$ cat src/rtl/mips_pkg.sv
// Shared MIPS datapath definitions: PC stage states, fault codes, vectors.
// Imported by the program-counter stage and its next-PC selector.
package mips_pkg;

  typedef enum logic [1:0] {
    PC_BOOT = 2'd0,
    PC_RUN  = 2'd1,
    PC_HALT = 2'd2
  } pc_state_e;

  localparam logic [1:0] FLT_NONE     = 2'b00;
  localparam logic [1:0] FLT_LIMIT    = 2'b01;
  localparam logic [1:0] FLT_MISALIGN = 2'b10;

  localparam logic [31:0] EXC_VEC_DEF   = 32'h0000_0180;
  localparam logic [31:0] RESET_VEC_DEF = 32'h0000_0000;
  localparam int unsigned LIMIT_DEF     = 32764;

endpackage

$ cat src/rtl/pc_next_sel.sv
// Next-PC priority mux with alignment and address-limit screening.
// Purely combinational; the caller decides whether to commit.
module pc_next_sel
  import mips_pkg::*;
#(
  parameter int                WIDTH   = 32,
  parameter logic [WIDTH-1:0]  EXC_VEC = WIDTH'(EXC_VEC_DEF),
  parameter int unsigned       LIMIT   = LIMIT_DEF
) (
  input  logic [WIDTH-1:0] pc_i,
  input  logic             stall_i,
  input  logic             branch_taken_i,
  input  logic [WIDTH-1:0] branch_target_i,
  input  logic             jump_i,
  input  logic [WIDTH-1:0] jump_target_i,
  input  logic             exc_i,
  output logic [WIDTH-1:0] cand_o,
  output logic             take_update_o,
  output logic [1:0]       fault_next_o
);

  // One extra bit so LIMIT = 2**WIDTH is representable.
  localparam logic [WIDTH:0] LIM = (WIDTH+1)'(LIMIT);

  logic misal;
  logic over;

  always_comb begin
    cand_o = pc_i + WIDTH'(4);
    priority case (1'b1)
      exc_i:          cand_o = EXC_VEC;
      jump_i:         cand_o = jump_target_i;
      branch_taken_i: cand_o = branch_target_i;
      default:        cand_o = pc_i + WIDTH'(4);
    endcase
  end

  assign take_update_o = exc_i | ~stall_i;
  assign misal         = |cand_o[1:0];
  assign over          = {1'b0, cand_o} >= LIM;

  always_comb begin
    fault_next_o = FLT_NONE;
    if (misal)
      fault_next_o = FLT_MISALIGN;
    else if (over)
      fault_next_o = FLT_LIMIT;
  end

endmodule

$ cat src/rtl/pc_unit.sv
// Program-counter stage: BOOT bubble, RUN fetch, sticky HALT on fault.
// pc and pc_plus4 are registered together so they never disagree.
module pc_unit
  import mips_pkg::*;
#(
  parameter int               WIDTH     = 32,
  parameter logic [WIDTH-1:0] RESET_VEC = WIDTH'(RESET_VEC_DEF),
  parameter logic [WIDTH-1:0] EXC_VEC   = WIDTH'(EXC_VEC_DEF),
  parameter int unsigned      LIMIT     = LIMIT_DEF,
  parameter int               CNT_W     = 32
) (
  input  logic             clk,
  input  logic             rst,
  input  logic             stall,
  input  logic             branch_taken,
  input  logic [WIDTH-1:0] branch_target,
  input  logic             jump,
  input  logic [WIDTH-1:0] jump_target,
  input  logic             exc,
  output logic [WIDTH-1:0] pc,
  output logic [WIDTH-1:0] pc_plus4,
  output logic             pc_valid,
  output logic             halted,
  output logic [1:0]       fault,
  output logic [CNT_W-1:0] fetch_count
);

  pc_state_e        state_q, state_d;
  logic [WIDTH-1:0] pc_q, pc_d;
  logic [WIDTH-1:0] p4_q, p4_d;
  logic [1:0]       fault_q, fault_d;
  logic [CNT_W-1:0] cnt_q, cnt_d;

  logic [WIDTH-1:0] cand;
  logic             take;
  logic [1:0]       fault_nx;

  pc_next_sel #(
    .WIDTH   (WIDTH),
    .EXC_VEC (EXC_VEC),
    .LIMIT   (LIMIT)
  ) u_sel (
    .pc_i            (pc_q),
    .stall_i         (stall),
    .branch_taken_i  (branch_taken),
    .branch_target_i (branch_target),
    .jump_i          (jump),
    .jump_target_i   (jump_target),
    .exc_i           (exc),
    .cand_o          (cand),
    .take_update_o   (take),
    .fault_next_o    (fault_nx)
  );

  always_comb begin
    state_d = state_q;
    pc_d    = pc_q;
    p4_d    = p4_q;
    fault_d = fault_q;
    cnt_d   = cnt_q;
    unique case (state_q)
      PC_BOOT: state_d = PC_RUN;
      PC_RUN: begin
        if (take) begin
          if (fault_nx != FLT_NONE) begin
            state_d = PC_HALT;
            fault_d = fault_nx;
          end else begin
            pc_d  = cand;
            p4_d  = cand + WIDTH'(4);
            cnt_d = cnt_q + CNT_W'(1);
          end
        end
      end
      PC_HALT: state_d = PC_HALT;
      default: state_d = PC_BOOT;
    endcase
  end

  always_ff @(posedge clk) begin
    if (rst) begin
      state_q <= PC_BOOT;
      pc_q    <= RESET_VEC;
      p4_q    <= RESET_VEC + WIDTH'(4);
      fault_q <= FLT_NONE;
      cnt_q   <= '0;
    end else begin
      state_q <= state_d;
      pc_q    <= pc_d;
      p4_q    <= p4_d;
      fault_q <= fault_d;
      cnt_q   <= cnt_d;
    end
  end

  assign pc          = pc_q;
  assign pc_plus4    = p4_q;
  assign pc_valid    = (state_q == PC_RUN);
  assign halted      = (state_q == PC_HALT);
  assign fault       = fault_q;
  assign fetch_count = cnt_q;

endmodule

$ cat config.mk
export PLATFORM = sky130hd
export DESIGN_NAME = pc_unit
export DESIGN_NICKNAME = d
export VERILOG_FILES = /design/src/rtl/mips_pkg.sv /design/src/rtl/pc_next_sel.sv /design/src/rtl/pc_unit.sv
export SDC_FILE = /design/constraint.sdc
export NUM_CORES = 1
export LEC_CHECK = 0
export BUFFER_PORTS_ARGS = -buffer_cell sky130_fd_sc_hd__clkbuf_2
export CAP_MARGIN = 20
export CORE_MARGIN = 3
export CORE_UTILIZATION = 40
export DETAILED_ROUTE_END_ITERATION = 6
export GPL_TIMING_DRIVEN = 0
export PLACE_DENSITY = 0.79
export SETUP_SLACK_MARGIN = 0.2
export SLEW_MARGIN = 20
export SYNTH_ARGS = -nofsm -noshare
export SYNTH_HDL_FRONTEND = slang
export SYNTH_SLANG_ARGS = --single-unit
$ cat constraint.sdc
create_clock -name clk -period 3.5 [get_ports clk]
set_input_delay 0.7 -clock clk [delete_from_list [all_inputs] [get_ports clk]]
set_output_delay 0.7 -clock clk [all_outputs]
set_load 0.01 [all_outputs]
==> summary.txt <==
CP delay by family, top -> simple AND/OR/NAND/NOR gates
Die Span Y -> 124 µm
Hold Fails Final Rpt -> 0
critical hold path startpoint -> pc_plus4[26]
sequential share of the synthesized area -> 35.0%
Reg2Reg Setup Slack -> 0.07 ns
# H-tree levels -> 3
Routed wire per std cell -> 19.3 µm
R2R Path Start -> pc[3]
initial antenna violation count -> 0
fin cells -> 1090
syn nets -> 767
port bufs -> 168
max-cap violation count -> 0
Yosys Warn Count -> 0
GRT overflow -> 0
mean number of vias per cell -> 6.13
wl on met1 -> 8500 µm
pin slew with the least headroom to its limit -> 0.638 ns
Placement Setup Slack -> -0.891 ns
Initial Util -> 41.6%
worst stage delay on the critical path -> 0.66 ns
nets -> 985
Rel. slew slack -> 57.5%
Reg2Reg Depth -> 11
met3 routed WL -> 1990 µm
pwr dens -> 318 mW/mm²
syn avg cell area -> 8.12 µm²
crit path capture type -> flip-flop
final antenna-violating net count -> 0
Top cell by count, worst path -> or4_4
Synth-to-Final Area Change -> 42.5%
Crit Path Class -> flip-flop to flip-flop
Die Area -> 0.0155 mm²
Mapped Area -> 0.00561 mm²
hold path depth -> 1
Worst-Skew Late Latency -> 0.35 ns
Tcrit/Tclk final -> 98.0%
Worst VDD drop -> 0.286 mV
synth top area cells -> dfxtp_1 (35%), and2_1 (4.2%), o31ai_1 (4.0%)
clock root buffer -> clkbuf_16
Synth Flop Type -> dfxtp_1
Synth Instances -> 691
Num CTS Buffers -> 9
ys async rst share -> 0%
clock buffer depth -> 2
Routed WL -> 21000 µm
WP data required -> 3.78 ns
synthesis-stage register bit count -> 98
Via Count -> 6685
clock sinks -> 98
skew final -> 0.00424 ns
CTS tree -> yes
Seq pwr share -> 44.8%
fmax -> 291 MHz
Final Slew Violations -> 0
dpl hpwl -> 14600 µm
Psw -> 745 µW
Buf/Inv on CP -> 3
top cell type's share of synthesized area -> 35.0%
Worst R2R End -> fetch_count[6]
clk slew on worst S/H paths -> 0.07 ns
ant diodes -> 0
core area -> 0.0135 mm²
Max FO, Critical Path -> 7
# fillers -> 1119
Tmin final -> 3.43 ns
# setup viols final -> 0
Hold Path Sink -> pc_plus4[26]
setup_tns -> 0 ns
Core Rows -> 42
# DRC -> 0
vias in the first global route -> 6118
first-pass GRT wire length -> 33000 µm
I/O pin total -> 170
Leak -> 3.21 nW
Cells after DPL -> 1035
WP data arrival -> 3.71 ns
Tot GR Track Use -> 25.7%
Clk pwr share -> 39.1%
Internal -> 1.80 mW
die extent in x -> 124 µm
Synth cell types -> 61
critical-path cell list -> buf_4 -> nand2_1 -> or3_1 -> clkbuf_2 -> nor3_2 -> mux2i_2 -> o2111ai_4 -> or4_4 -> buf_8 -> or4_4 -> a21oi_2
DRT Pass-1 Iters -> 5
share of layout cells above drive strength 1 -> 41.5%
Sw Ratio -> 29.3%
Critical Path Slowest Stage Cell -> or4_4
Startpoint Class -> flip-flop
status -> complete, no violations
RSZ-0062 raised after global routing -> yes
largest net degree at the start of global routing -> 20
Iter 0 DRT Violations -> 639
routed wl met2 -> 9750 µm
cell taking the most area after synthesis -> dfxtp_1
HP Class -> flip-flop to flip-flop
Post-synth EDFFs -> 0
CTS Hold Bufs -> 0
Gate power share -> 16.1%
final worst slack -> 0.0686 ns
Highest Signal Layer -> met4
GPL Wtd Cong -> 0.944
## per-stage QoR
step	utilization [%]	hold WS (ns)	area (µm²)	power, mW
after global placement	50.1	0.442	6770	1.51
after CTS	57.1	0.466	7710	2.52
after global routing	59.2	0.479	8000	2.63
after floorplan	-	0.455	5710	1.39
final	59.2	0.459	8000	2.54
after detailed placement	50.1	0.443	6770	1.52
## power groups by stage
stage	logic (mW)	clock network, mW	registers [mW]
2_1_floorplan	0.210	0	1.18
3_3_place_gp	0.337	0	1.18
3_5_place_dp	0.343	0	1.18
4_1_cts	0.382	0.999	1.14
5_1_grt	0.444	1.05	1.14
6_report	0.411	0.994	1.14
## Yosys cell counts (3+ instances only)
master / number
dfxtp_1: 98
clkbuf_1: 44
a21oi_1: 43
nand3_1: 41
nand2_1: 39
and2_1: 38
nor2_1: 33
o31ai_1: 30
o21ai_0: 26
or2_2: 24
nand4_1: 22
o311ai_0: 22
nor3_1: 21
inv_1: 16
a211oi_1: 15
xnor2_1: 15
nor4_1: 12
or4_1: 12
and3_1: 11
o22ai_1: 11
xor2_1: 10
or3_1: 8
mux2i_1: 7
nor2b_1: 7
ha_1: 6
a22oi_1: 4
a31oi_1: 4
and4_1: 4
buf_2: 4
nor4b_1: 4
o2111ai_1: 4
a211o_1: 3
a221oi_1: 3
buf_1: 3
mux2_2: 3
o211a_1: 3
o211ai_1: 3
o221a_2: 3
o221ai_1: 3
## registers in the layout, indices dropped and copies added (netlist names)
name / count
fetch_count: 32
fault: 2
pc: 32
state_q: 2
pc_plus4: 30
## layer usage
| metal | GRT usage [%] | up-vias |
|---|---|---|
| met5 | 0 | - |
| met4 | 11.6 | 0 |
| met3 | 5.36 | 63 |
| met2 | 39.4 | 431 |
| met1 | 34.6 | 3135 |
| li1 | - | 3056 |
## worst reg2reg max path, delay by kind of cell, from the launching register on
kind / cells / cell delay (ns)
AND/OR/NAND/NOR: 5 / 1.79
buffers and inverters: 3 / 0.53
AO/OA/AOI/OAI: 2 / 0.32
multiplexers: 1 / 0.34
flip-flops: 1 / 0.38
## cells by family (layout without fill, tap and decap cells)
family	after synthesis	count (layout)	share of synthesized area [%]
xor gates and xnor gates	25	25	3.90
and+or+nand+nor	290	290	29.2
muxes	10	10	1.85
buffers and inverters	71	294	5.24
adders and majority gates	6	6	1.34
DFF	98	98	35.0
AOI/OAI and AO/OA	191	191	23.5
## worst max path at each step
stage / cells past startpoint / from / endpoint / slack, ns
finish: 11 / pc[3] / fetch_count[6] / 0.07
global placement: 13 / exc / fetch_count[21] / -0.84
detailed placement: 13 / exc / pc_plus4[28] / -0.89
floorplan: 10 / branch_taken / fetch_count[11] / 0.09
CTS: 10 / pc[14] / fetch_count[31] / 0.11
global route: 11 / pc[3] / fetch_count[10] / -0.06
## cells in the final DEF, fill, tap and decap left out, drive strengths merged, types with 4 or more instances in the layout
master,netlist,final
nand4,24,24
nor2,33,33
a22oi,4,4
and4,4,4
clkbuf,44,212
nor4b,4,4
nor4,14,14
nor3,21,21
nor2b,7,7
xnor2,15,15
o311ai,22,22
dfxtp,98,98
o2111ai,4,4
mux2i,7,7
or3,8,8
a21oi,43,43
o21ai,26,26
a211oi,15,15
nand3,43,43
a31oi,4,4
and3,11,11
buf,11,59
xor2,10,10
and2,38,38
or2,24,24
o31ai,30,30
nand2,39,39
or4,13,13
o22ai,11,11
ha,6,6
inv,16,19
## area by class of cell
class | instances | area, µm² | area share [%]
inverter | 16 | 63.8 | 0.798
clock inverter | 7 | 71.3 | 0.892
clock buffer | 9 | 225 | 2.82
buffer | 55 | 369 | 4.62
tap | 176 | 220 | 2.75
multi-input combinational | 522 | 3830 | 48.0
timing repair buffer | 207 | 1180 | 14.7
sequential | 98 | 2030 | 25.4
## what timing repair did
item,4_1_cts,5_1_grt
pin swaps,13,13
setup buffers,22,14
setup endpoints to repair,98,93
resized for setup,122,74
cloned,3,0
Note: power is estimated with default switching activity, not from simulation.
